[config.mk]
export PLATFORM = sky130hd
export DESIGN_NAME = sdram_arbiter_flat
export DESIGN_NICKNAME = d
export VERILOG_FILES = /design/src/rtl/sdram_arbiter_pkg.sv /design/src/rtl/sdram_arbiter_if.sv /design/src/rtl/sdram_rfsh_timer.sv /design/src/rtl/sdram_arbiter.sv /design/src/flat_wrapper.sv
export SDC_FILE = /design/constraint.sdc
export NUM_CORES = 1
export LEC_CHECK = 0
export ABC_AREA = 1
export CAP_MARGIN = 25
export CORE_MARGIN = 4
export CORE_UTILIZATION = 40
export DETAILED_ROUTE_END_ITERATION = 10
export HOLD_SLACK_MARGIN = 0.15
export PLACE_DENSITY = 0.86
export SKIP_CTS_REPAIR_TIMING = 1
export SLEW_MARGIN = 15
export SYNTH_ARGS = -nofsm -noshare
export SYNTH_HDL_FRONTEND = slang
export SYNTH_HIERARCHICAL = 1
export SYNTH_SLANG_ARGS = --single-unit
[constraint.sdc]
create_clock -name clock -period 1.4 [get_ports clock]
set_input_delay 0.35 -clock clock [delete_from_list [all_inputs] [get_ports clock]]
set_output_delay 0.35 -clock clock [all_outputs]
set_load 0.01 [all_outputs]
[src/rtl/sdram_arbiter_pkg.sv]
// Shared definitions for the SDRAM strobe-interface arbiter: owner and state
// encodings, bus widths and the default slot/refresh timing constants.
package sdram_arbiter_pkg;

  localparam int unsigned ADDR_W = 25;
  localparam int unsigned DATA_W = 16;

  // Default timing: strobe width, read-capture cycle, slot length, refresh period
  localparam int unsigned STROBE_DFLT      = 2;
  localparam int unsigned DATA_LAT_DFLT    = 6;
  localparam int unsigned SLOT_DFLT        = 8;
  localparam int unsigned RFSH_PERIOD_DFLT = 390;

  typedef enum logic [1:0] {
    OWN_NONE,
    OWN_RFSH,
    OWN_VID,
    OWN_CPU
  } owner_e;

  typedef enum logic {
    ST_IDLE,
    ST_BUSY
  } state_e;

endpackage

[src/rtl/sdram_arbiter_if.sv]
// Bus bundle between the arbiter, its two clients and the SDRAM controller.
//   master : arbiter side (drives strobes, address/data, client q/ack, rfsh_ovf)
//   slave  : controller + clients side (drives ready, q, requests and operands)
interface sdram_arbiter_if;
  import sdram_arbiter_pkg::*;

  logic              sdram_ready;
  logic              sdram_rd;
  logic              sdram_wr;
  logic              sdram_rfsh;
  logic [ADDR_W-1:0] sdram_a;
  logic [DATA_W-1:0] sdram_d;
  logic [DATA_W-1:0] sdram_q;

  logic              vid_req;
  logic [ADDR_W-1:0] vid_a;
  logic [DATA_W-1:0] vid_q;
  logic              vid_ack;

  logic              cpu_req;
  logic              cpu_we;
  logic [ADDR_W-1:0] cpu_a;
  logic [DATA_W-1:0] cpu_d;
  logic [DATA_W-1:0] cpu_q;
  logic              cpu_ack;

  logic              rfsh_ovf;

  modport master (
    input  sdram_ready, sdram_q, vid_req, vid_a, cpu_req, cpu_we, cpu_a, cpu_d,
    output sdram_rd, sdram_wr, sdram_rfsh, sdram_a, sdram_d,
           vid_q, vid_ack, cpu_q, cpu_ack, rfsh_ovf
  );

  modport slave (
    output sdram_ready, sdram_q, vid_req, vid_a, cpu_req, cpu_we, cpu_a, cpu_d,
    input  sdram_rd, sdram_wr, sdram_rfsh, sdram_a, sdram_d,
           vid_q, vid_ack, cpu_q, cpu_ack, rfsh_ovf
  );

endinterface

[src/rtl/sdram_rfsh_timer.sv]
// Free-running refresh period timer.
//   clock, reset : system clock, async active-low reset
//   clr          : refresh slot granted this cycle, consumes the pending tick
//   pending      : a refresh tick is waiting to be served
//   ovf          : sticky, a tick arrived while the previous one was unserved
module sdram_rfsh_timer
  import sdram_arbiter_pkg::*;
#(
  parameter int unsigned PERIOD = RFSH_PERIOD_DFLT
) (
  input  logic clock,
  input  logic reset,
  input  logic clr,
  output logic pending,
  output logic ovf
);

  localparam int unsigned CW = (PERIOD > 1) ? $clog2(PERIOD) : 1;

  logic [CW-1:0] cnt_q, cnt_d;
  logic          pending_q, pending_d;
  logic          ovf_q, ovf_d;
  logic          wrap;

  always_comb begin
    wrap      = (cnt_q == CW'(PERIOD - 1));
    cnt_d     = wrap ? '0 : cnt_q + 1'b1;
    pending_d = pending_q;
    ovf_d     = ovf_q;
    if (wrap) begin
      // Missed ticks collapse into one; a grant on the same edge consumes the old tick
      if (pending_q && !clr) ovf_d = 1'b1;
      pending_d = 1'b1;
    end else if (clr) begin
      pending_d = 1'b0;
    end
  end

  always_ff @(posedge clock or negedge reset) begin
    if (!reset) begin
      cnt_q     <= '0;
      pending_q <= 1'b0;
      ovf_q     <= 1'b0;
    end else begin
      cnt_q     <= cnt_d;
      pending_q <= pending_d;
      ovf_q     <= ovf_d;
    end
  end

  assign pending = pending_q;
  assign ovf     = ovf_q;

endmodule

[src/rtl/sdram_arbiter.sv]
// Arbitrates refresh, video reads and CPU reads/writes onto the SDRAM
// controller strobe interface using fixed-length transaction slots.
//   clock : system clock, all logic on posedge
//   reset : asynchronous active-low reset
//   bus   : controller strobes/address/data plus video and CPU client ports
module sdram_arbiter
  import sdram_arbiter_pkg::*;
#(
  parameter int unsigned STROBE      = STROBE_DFLT,
  parameter int unsigned DATA_LAT    = DATA_LAT_DFLT,
  parameter int unsigned SLOT        = SLOT_DFLT,
  parameter int unsigned RFSH_PERIOD = RFSH_PERIOD_DFLT
) (
  input  logic            clock,
  input  logic            reset,
  sdram_arbiter_if.master bus
);

  localparam int unsigned CNT_W = (SLOT > 1) ? $clog2(SLOT) : 1;

  state_e            state_q, state_d;
  logic [CNT_W-1:0]  cnt_q, cnt_d;
  owner_e            owner_q, owner_d;
  logic              we_q, we_d;
  logic              rd_q, rd_d, wr_q, wr_d, rfsh_q, rfsh_d;
  logic [ADDR_W-1:0] a_q, a_d;
  logic [DATA_W-1:0] wd_q, wd_d;
  logic [DATA_W-1:0] vid_q_q, vid_q_d, cpu_q_q, cpu_q_d;
  logic              vid_ack_q, vid_ack_d, cpu_ack_q, cpu_ack_d;

  logic rfsh_pend, rfsh_clr, rfsh_ovf;
  logic vid_elig, cpu_elig, strobe_hold;

  sdram_rfsh_timer #(
    .PERIOD (RFSH_PERIOD)
  ) u_rfsh_timer (
    .clock   (clock),
    .reset   (reset),
    .clr     (rfsh_clr),
    .pending (rfsh_pend),
    .ovf     (rfsh_ovf)
  );

  always_comb begin
    state_d   = state_q;
    cnt_d     = cnt_q;
    owner_d   = owner_q;
    we_d      = we_q;
    rd_d      = 1'b0;
    wr_d      = 1'b0;
    rfsh_d    = 1'b0;
    a_d       = a_q;
    wd_d      = wd_q;
    vid_q_d   = vid_q_q;
    cpu_q_d   = cpu_q_q;
    vid_ack_d = 1'b0;
    cpu_ack_d = 1'b0;
    rfsh_clr  = 1'b0;
    // A port is masked during its own ack cycle so a held request re-grants one cycle later
    vid_elig    = bus.vid_req && !vid_ack_q;
    cpu_elig    = bus.cpu_req && !cpu_ack_q;
    strobe_hold = (32'(cnt_q) + 32'd1) < STROBE;

    case (state_q)
      ST_IDLE: begin
        if (bus.sdram_ready) begin
          if (rfsh_pend) begin
            state_d  = ST_BUSY;
            cnt_d    = '0;
            owner_d  = OWN_RFSH;
            we_d     = 1'b0;
            rfsh_d   = 1'b1;
            rfsh_clr = 1'b1;
          end else if (vid_elig) begin
            state_d = ST_BUSY;
            cnt_d   = '0;
            owner_d = OWN_VID;
            we_d    = 1'b0;
            rd_d    = 1'b1;
            a_d     = bus.vid_a;
          end else if (cpu_elig) begin
            state_d = ST_BUSY;
            cnt_d   = '0;
            owner_d = OWN_CPU;
            we_d    = bus.cpu_we;
            rd_d    = !bus.cpu_we;
            wr_d    = bus.cpu_we;
            a_d     = bus.cpu_a;
            if (bus.cpu_we) wd_d = bus.cpu_d;
          end
        end
      end
      ST_BUSY: begin
        cnt_d  = cnt_q + 1'b1;
        rd_d   = rd_q && strobe_hold;
        wr_d   = wr_q && strobe_hold;
        rfsh_d = rfsh_q && strobe_hold;
        if (cnt_q == CNT_W'(DATA_LAT) && !we_q) begin
          if (owner_q == OWN_VID) vid_q_d = bus.sdram_q;
          if (owner_q == OWN_CPU) cpu_q_d = bus.sdram_q;
        end
        if (cnt_q == CNT_W'(SLOT - 1)) begin
          state_d   = ST_IDLE;
          cnt_d     = '0;
          owner_d   = OWN_NONE;
          vid_ack_d = (owner_q == OWN_VID);
          cpu_ack_d = (owner_q == OWN_CPU);
        end
      end
      default: state_d = ST_IDLE;
    endcase
  end

  always_ff @(posedge clock or negedge reset) begin
    if (!reset) begin
      state_q   <= ST_IDLE;
      cnt_q     <= '0;
      owner_q   <= OWN_NONE;
      we_q      <= 1'b0;
      rd_q      <= 1'b0;
      wr_q      <= 1'b0;
      rfsh_q    <= 1'b0;
      a_q       <= '0;
      wd_q      <= '0;
      vid_q_q   <= '0;
      cpu_q_q   <= '0;
      vid_ack_q <= 1'b0;
      cpu_ack_q <= 1'b0;
    end else begin
      state_q   <= state_d;
      cnt_q     <= cnt_d;
      owner_q   <= owner_d;
      we_q      <= we_d;
      rd_q      <= rd_d;
      wr_q      <= wr_d;
      rfsh_q    <= rfsh_d;
      a_q       <= a_d;
      wd_q      <= wd_d;
      vid_q_q   <= vid_q_d;
      cpu_q_q   <= cpu_q_d;
      vid_ack_q <= vid_ack_d;
      cpu_ack_q <= cpu_ack_d;
    end
  end

  assign bus.sdram_rd   = rd_q;
  assign bus.sdram_wr   = wr_q;
  assign bus.sdram_rfsh = rfsh_q;
  assign bus.sdram_a    = a_q;
  assign bus.sdram_d    = wd_q;
  assign bus.vid_q      = vid_q_q;
  assign bus.vid_ack    = vid_ack_q;
  assign bus.cpu_q      = cpu_q_q;
  assign bus.cpu_ack    = cpu_ack_q;
  assign bus.rfsh_ovf   = rfsh_ovf;

endmodule

[src/flat_wrapper.sv]
// flat-port wrapper written by rule: the top's interface ports become plain ports
module sdram_arbiter_flat import sdram_arbiter_pkg::*;
#(
  parameter int unsigned STROBE      = STROBE_DFLT,
  parameter int unsigned DATA_LAT    = DATA_LAT_DFLT,
  parameter int unsigned SLOT        = SLOT_DFLT,
  parameter int unsigned RFSH_PERIOD = RFSH_PERIOD_DFLT
)
  (clock, reset, bus_sdram_ready, bus_sdram_q, bus_vid_req, bus_vid_a, bus_cpu_req, bus_cpu_we, bus_cpu_a, bus_cpu_d, bus_sdram_rd, bus_sdram_wr, bus_sdram_rfsh, bus_sdram_a, bus_sdram_d, bus_vid_q, bus_vid_ack, bus_cpu_q, bus_cpu_ack, bus_rfsh_ovf);
  sdram_arbiter_if bus_i ();
  input  logic clock;
  input  logic reset;
  input wire logic [$bits(bus_i.sdram_ready)-1:0] bus_sdram_ready;
  input wire logic [$bits(bus_i.sdram_q)-1:0] bus_sdram_q;
  input wire logic [$bits(bus_i.vid_req)-1:0] bus_vid_req;
  input wire logic [$bits(bus_i.vid_a)-1:0] bus_vid_a;
  input wire logic [$bits(bus_i.cpu_req)-1:0] bus_cpu_req;
  input wire logic [$bits(bus_i.cpu_we)-1:0] bus_cpu_we;
  input wire logic [$bits(bus_i.cpu_a)-1:0] bus_cpu_a;
  input wire logic [$bits(bus_i.cpu_d)-1:0] bus_cpu_d;
  output wire logic [$bits(bus_i.sdram_rd)-1:0] bus_sdram_rd;
  output wire logic [$bits(bus_i.sdram_wr)-1:0] bus_sdram_wr;
  output wire logic [$bits(bus_i.sdram_rfsh)-1:0] bus_sdram_rfsh;
  output wire logic [$bits(bus_i.sdram_a)-1:0] bus_sdram_a;
  output wire logic [$bits(bus_i.sdram_d)-1:0] bus_sdram_d;
  output wire logic [$bits(bus_i.vid_q)-1:0] bus_vid_q;
  output wire logic [$bits(bus_i.vid_ack)-1:0] bus_vid_ack;
  output wire logic [$bits(bus_i.cpu_q)-1:0] bus_cpu_q;
  output wire logic [$bits(bus_i.cpu_ack)-1:0] bus_cpu_ack;
  output wire logic [$bits(bus_i.rfsh_ovf)-1:0] bus_rfsh_ovf;
  assign bus_i.sdram_ready = bus_sdram_ready;
  assign bus_i.sdram_q = bus_sdram_q;
  assign bus_i.vid_req = bus_vid_req;
  assign bus_i.vid_a = bus_vid_a;
  assign bus_i.cpu_req = bus_cpu_req;
  assign bus_i.cpu_we = bus_cpu_we;
  assign bus_i.cpu_a = bus_cpu_a;
  assign bus_i.cpu_d = bus_cpu_d;
  assign bus_sdram_rd = bus_i.sdram_rd;
  assign bus_sdram_wr = bus_i.sdram_wr;
  assign bus_sdram_rfsh = bus_i.sdram_rfsh;
  assign bus_sdram_a = bus_i.sdram_a;
  assign bus_sdram_d = bus_i.sdram_d;
  assign bus_vid_q = bus_i.vid_q;
  assign bus_vid_ack = bus_i.vid_ack;
  assign bus_cpu_q = bus_i.cpu_q;
  assign bus_cpu_ack = bus_i.cpu_ack;
  assign bus_rfsh_ovf = bus_i.rfsh_ovf;
  sdram_arbiter #(.STROBE(STROBE), .DATA_LAT(DATA_LAT), .SLOT(SLOT), .RFSH_PERIOD(RFSH_PERIOD)) u_core (.clock(clock), .reset(reset), .bus(bus_i));
endmodule
==> summary.md <==
| Metric | Value |
|---|---|
| Gr usage total | `18.71%` |
| CTS tree | `done` |
| Cells after Synth | `510` |
| Largest net degree at the start of global routing | `57` |
| Clock share of power | `16.2%` |
| Required time worst endpoint | `1640 ps` |
| #FFs+latches synth | `96` |
| DR WL/cell | `14.20 microns` |
| Setup TNS | `-256.9 ps` |
| Final hold violation count | `0` |
| Post-synthesis sequential area ratio | `55.98%` |
| Hold path depth | `2` |
| Number of global-route vias before repair | `4,179` |
| CP Cell Sequence | `inv_1 > ha_1 > nand2_2 > nor3_4 > nand2_2 > buf_12 > nand2_1 > o21ai_2` |
| Crit share post-route | `103.0%` |
| Final setup fails | `24` |
| Layout cells sized above 1 | `11.62%` |
| Failing checks | `negative setup slack` |
| Worst-path clk slew | `90 ps` |
| Combinational power share | `42.4%` |
| Worst hold start | `u_core/u_rfsh_timer/ovf` |
| Switching Power | `3732 uW` |
| P_int | `7037 uW` |
| Grt ovf | `0` |
| Critical path arrival | `1680 ps` |
| Remaining antenna violation count | `0` |
| Post-placement worst setup slack | `-312.7 ps` |
| CORE AREA | `0.01037 sq mm` |
| Pwr per Cell Area | `1606 mW/mm^2` |
| Number of remaining DRC errors | `0` |
| Max Buffers Root-to-Sink | `2` |
| Mean area per synthesized cell | `8.415 sq um` |
| Row Count | `37` |
| Max Clock Skew | `10.57 ps` |
| Slowest-stage cell, CP | `dfrtp_1` |
| DRT Pass-1 Iters | `6` |
| Switching share of total power | `34.66%` |
| Overall power | `10,770 uW` |
| Gpl congestion | `0.8284` |
| Max FO, Critical Path | `32` |
| Die width | `111.6 microns` |
| Reg-to-reg startpoint | `u_core/cnt_q[0]` |
| Slew margin rel. | `79.63%` |
| Via-to-Cell Ratio | `4.697` |
| Fin worst setup slack | `-41.45 ps` |
| Reg2reg end | `u_core/bus.cpu_q[7]` |
| Final Net Count | `786` |
| Flop pwr share | `41.3%` |
| HPWL after detailed placement | `8774 microns` |
| Tmin final | `1441 ps` |
| Area delta synth->final | `56.21%` |
| Crit path kind | `reg2reg` |
| I/O Buffers | `166` |
| Worst Hold Path EP | `u_core/u_rfsh_timer/ovf` |
| Distinct cells, synth | `30` |
| Die area | `0.01245 sq mm` |
| Worst setup EP type | `flip-flop` |
| Number of max-cap violations | `0` |
| Crit-path max cell delay | `430 ps` |
| Max VDD drop | `0.7432 mV` |
| First-pass GRT wire length | `19,440 microns` |
| Run status | `finished, violations left` |
| Ys Warns | `6` |
| # IOs | `167` |
| Tightest Pin Transition | `305.6 ps` |
| Fin. max-slew vios | `0` |
| Post-Syn Area | `0.004292 sq mm` |
| Hold crit path type | `reg2reg` |
| Initial antenna violation count | `0` |
| CTS Root Cell | `clkbuf_8` |
| Syn_nets | `603` |
| Routed wire length | `11,830 microns` |
| RSZ-0062 raised after global routing | `yes` |
| Initial Util | `41.39%` |
| Clock sink total | `96` |
| FF-to-FF path depth | `8` |
| Leak | `0.003978 uW` |
| Diode count | `0` |
| Setup slack, reg-to-reg | `-40 ps` |
| DR vias | `3,913` |
| Initial DRC Count | `183` |
| Die Y | `111.6 microns` |
| Cell mode on critical path | `nand2_2` |
| Max Fclk | `693.7 MHz` |
| Clk_lat worst skew | `350 ps` |
| CTS Buf Count | `9` |
| Startpoint Class | `flip-flop` |
| CTS H-Tree Depth | `3` |
## critical path: cells and delay by family, from the launching register on
kind	cells	cell delay [ps]
flip-flops	1	430
AO/OA/AOI/OAI	1	60
adder cells (fa/ha/maj)	1	170
AND/OR/NAND/NOR	4	410
buffers and inverters	2	250
## kinds of logic (layout without fill, tap and decap cells)
kind of cell             Yosys count  in the layout  synth area share, %
AO/OA/AOI/OAI                     43             43                6.764
AND/OR/NAND/NOR                  308            308                28.80
XOR/XNOR                           4              4               0.8165
flip-flops                        96             96                55.98
adder cells (fa/ha/maj)            5              5                1.458
buffers and inverters             54            241                6.181
## metrics by stage
step	area, sq um	hold WS (ps)	utilization (%)	cells
2_1_floorplan	4292	54.41	-	510
3_3_place_gp	6267	341.8	60.44	816
3_5_place_dp	6267	349.6	60.44	816
4_1_cts	6452	-40.11	62.22	831
5_1_grt	6704	498.3	64.65	833
6_report	6704	468.3	64.65	833
## cells in the final DEF (no fill, tap or decap)
cell type | netlist | final
nand2_1 | 265 | 261
nor2_2 | 2 | 2
nor3_4 | 1 | 1
buf_4 | 4 | 14
dfrtp_1 | 96 | 95
nand2_4 | 1 | 1
a21oi_1 | 2 | 2
o21ai_1 | 13 | 13
dlymetal6s2s_1 | 0 | 79
nor2_4 | 2 | 2
clkinv_1 | 1 | 1
clkbuf_8 | 0 | 9
o22ai_1 | 1 | 1
nor3_1 | 1 | 1
inv_6 | 0 | 1
nand3_2 | 2 | 2
inv_1 | 32 | 32
ha_1 | 5 | 5
nand2_2 | 5 | 9
nor2_1 | 20 | 20
nand3_4 | 0 | 1
o21ai_2 | 19 | 21
o211ai_1 | 1 | 1
buf_12 | 0 | 9
xnor2_1 | 2 | 2
clkinv_4 | 0 | 1
nand4_1 | 1 | 1
nand3_1 | 7 | 6
clkdlybuf4s50_1 | 0 | 86
nor4_1 | 1 | 1
dfrtp_2 | 0 | 1
clkinv_2 | 0 | 2
inv_4 | 1 | 3
dlygate4sd3_1 | 0 | 1
o21ai_0 | 7 | 5
clkbuf_1 | 2 | 1
inv_2 | 3 | 1
xor2_1 | 2 | 2
bufinv_16 | 0 | 1
## worst max path at each step
stage / start / slack, ps / endpoint / cells past startpoint
finish: u_core/cnt_q[0] / -40 / u_core/bus.cpu_q[7] / 8
global route: u_core/cnt_q[0] / -130 / u_core/bus.cpu_q[7] / 8
CTS: u_core/bus.cpu_ack / -290 / bus_cpu_ack / 1
detailed placement: bus_sdram_ready / -310 / u_core/bus.sdram_d[12] / 8
global placement: bus_vid_req / -270 / u_core/bus.sdram_a[13] / 9
floorplan: u_core/cnt_q[0] / 90 / u_core/bus.cpu_q[2] / 8
## metal layers
layer | global-route usage [%] | part of all wire [%] | routed length [microns] | vias to the layer above
li1 | - | - | - | 1923
met3 | 4.293 | 5.2 | 611 | 17
met1 | 22.43 | 40 | 4728 | 1853
met4 | 6.569 | 1.7 | 199 | 0
met5 | 0 | 0 | 0 | -
met2 | 33.05 | 53 | 6292 | 120
## final cells by class
type	count	area (sq um)
clock inverters	5	57.56
well taps	136	170.2
multi-input cells	360	1654
fillers	821	3666
clock buffers	10	127.6
repair buffers	189	2145
inverters	37	146.4
flip-flops and latches	96	2404
## sequential cells by signal (all words and copies together), names as in the netlist
register	flops
u_core/u_rfsh_timer/cnt_q	9
u_core/u_rfsh_timer/ovf	1
u_core/bus.sdram_wr	1
u_core/owner_q	2
u_core/bus.cpu_q	16
u_core/cnt_q	3
u_core/bus.sdram_a	25
u_core/bus.sdram_d	16
u_core/bus.cpu_ack	1
u_core/bus.sdram_rfsh	1
u_core/bus.vid_ack	1
u_core/bus.sdram_rd	1
u_core/u_rfsh_timer/pending	1
u_core/bus.vid_q	16
u_core/we_q	1
u_core/state_q	1
## synth_stat cells
master      n  area, sq um
nand3_2     2        20.02
clkbuf_1    2        7.510
inv_1      32        120.1
xnor2_1     2        17.52
nand2_1   265        994.7
o21ai_0     7        35.03
a21oi_1     2        10.01
nand3_1     7        35.03
o22ai_1     1        6.260
xor2_1      2        17.52
nand2_4     1        11.26
nor4_1      1        6.260
nand2_2     5        31.28
buf_4       4        30.03
inv_2       3        11.26
nor3_1      1        5.000
buf_2       6        30.03
o21ai_2    19        166.4
dfrtp_1    96         2402
o211ai_1    1        7.510
inv_4       1        6.260
nor2_1     20        75.07
buf_6       5        56.30
o21ai_1    13        65.06
nor3_4      1        16.27
nor2_4      2        22.52
clkinv_1    1        3.750
ha_1        5        62.56
nor2_2      2        12.51
nand4_1     1        6.260
## power groups by stage
stage | clock network, uW | registers [uW] | logic, uW
floorplan | 0 | 4910 | 1450
global placement | 0 | 4470 | 4550
detailed placement | 0 | 4520 | 4720
CTS | 1800 | 4470 | 4740
global route | 1920 | 4610 | 5020
finish | 1740 | 4450 | 4570
Note: power is estimated with default switching activity, not from simulation.
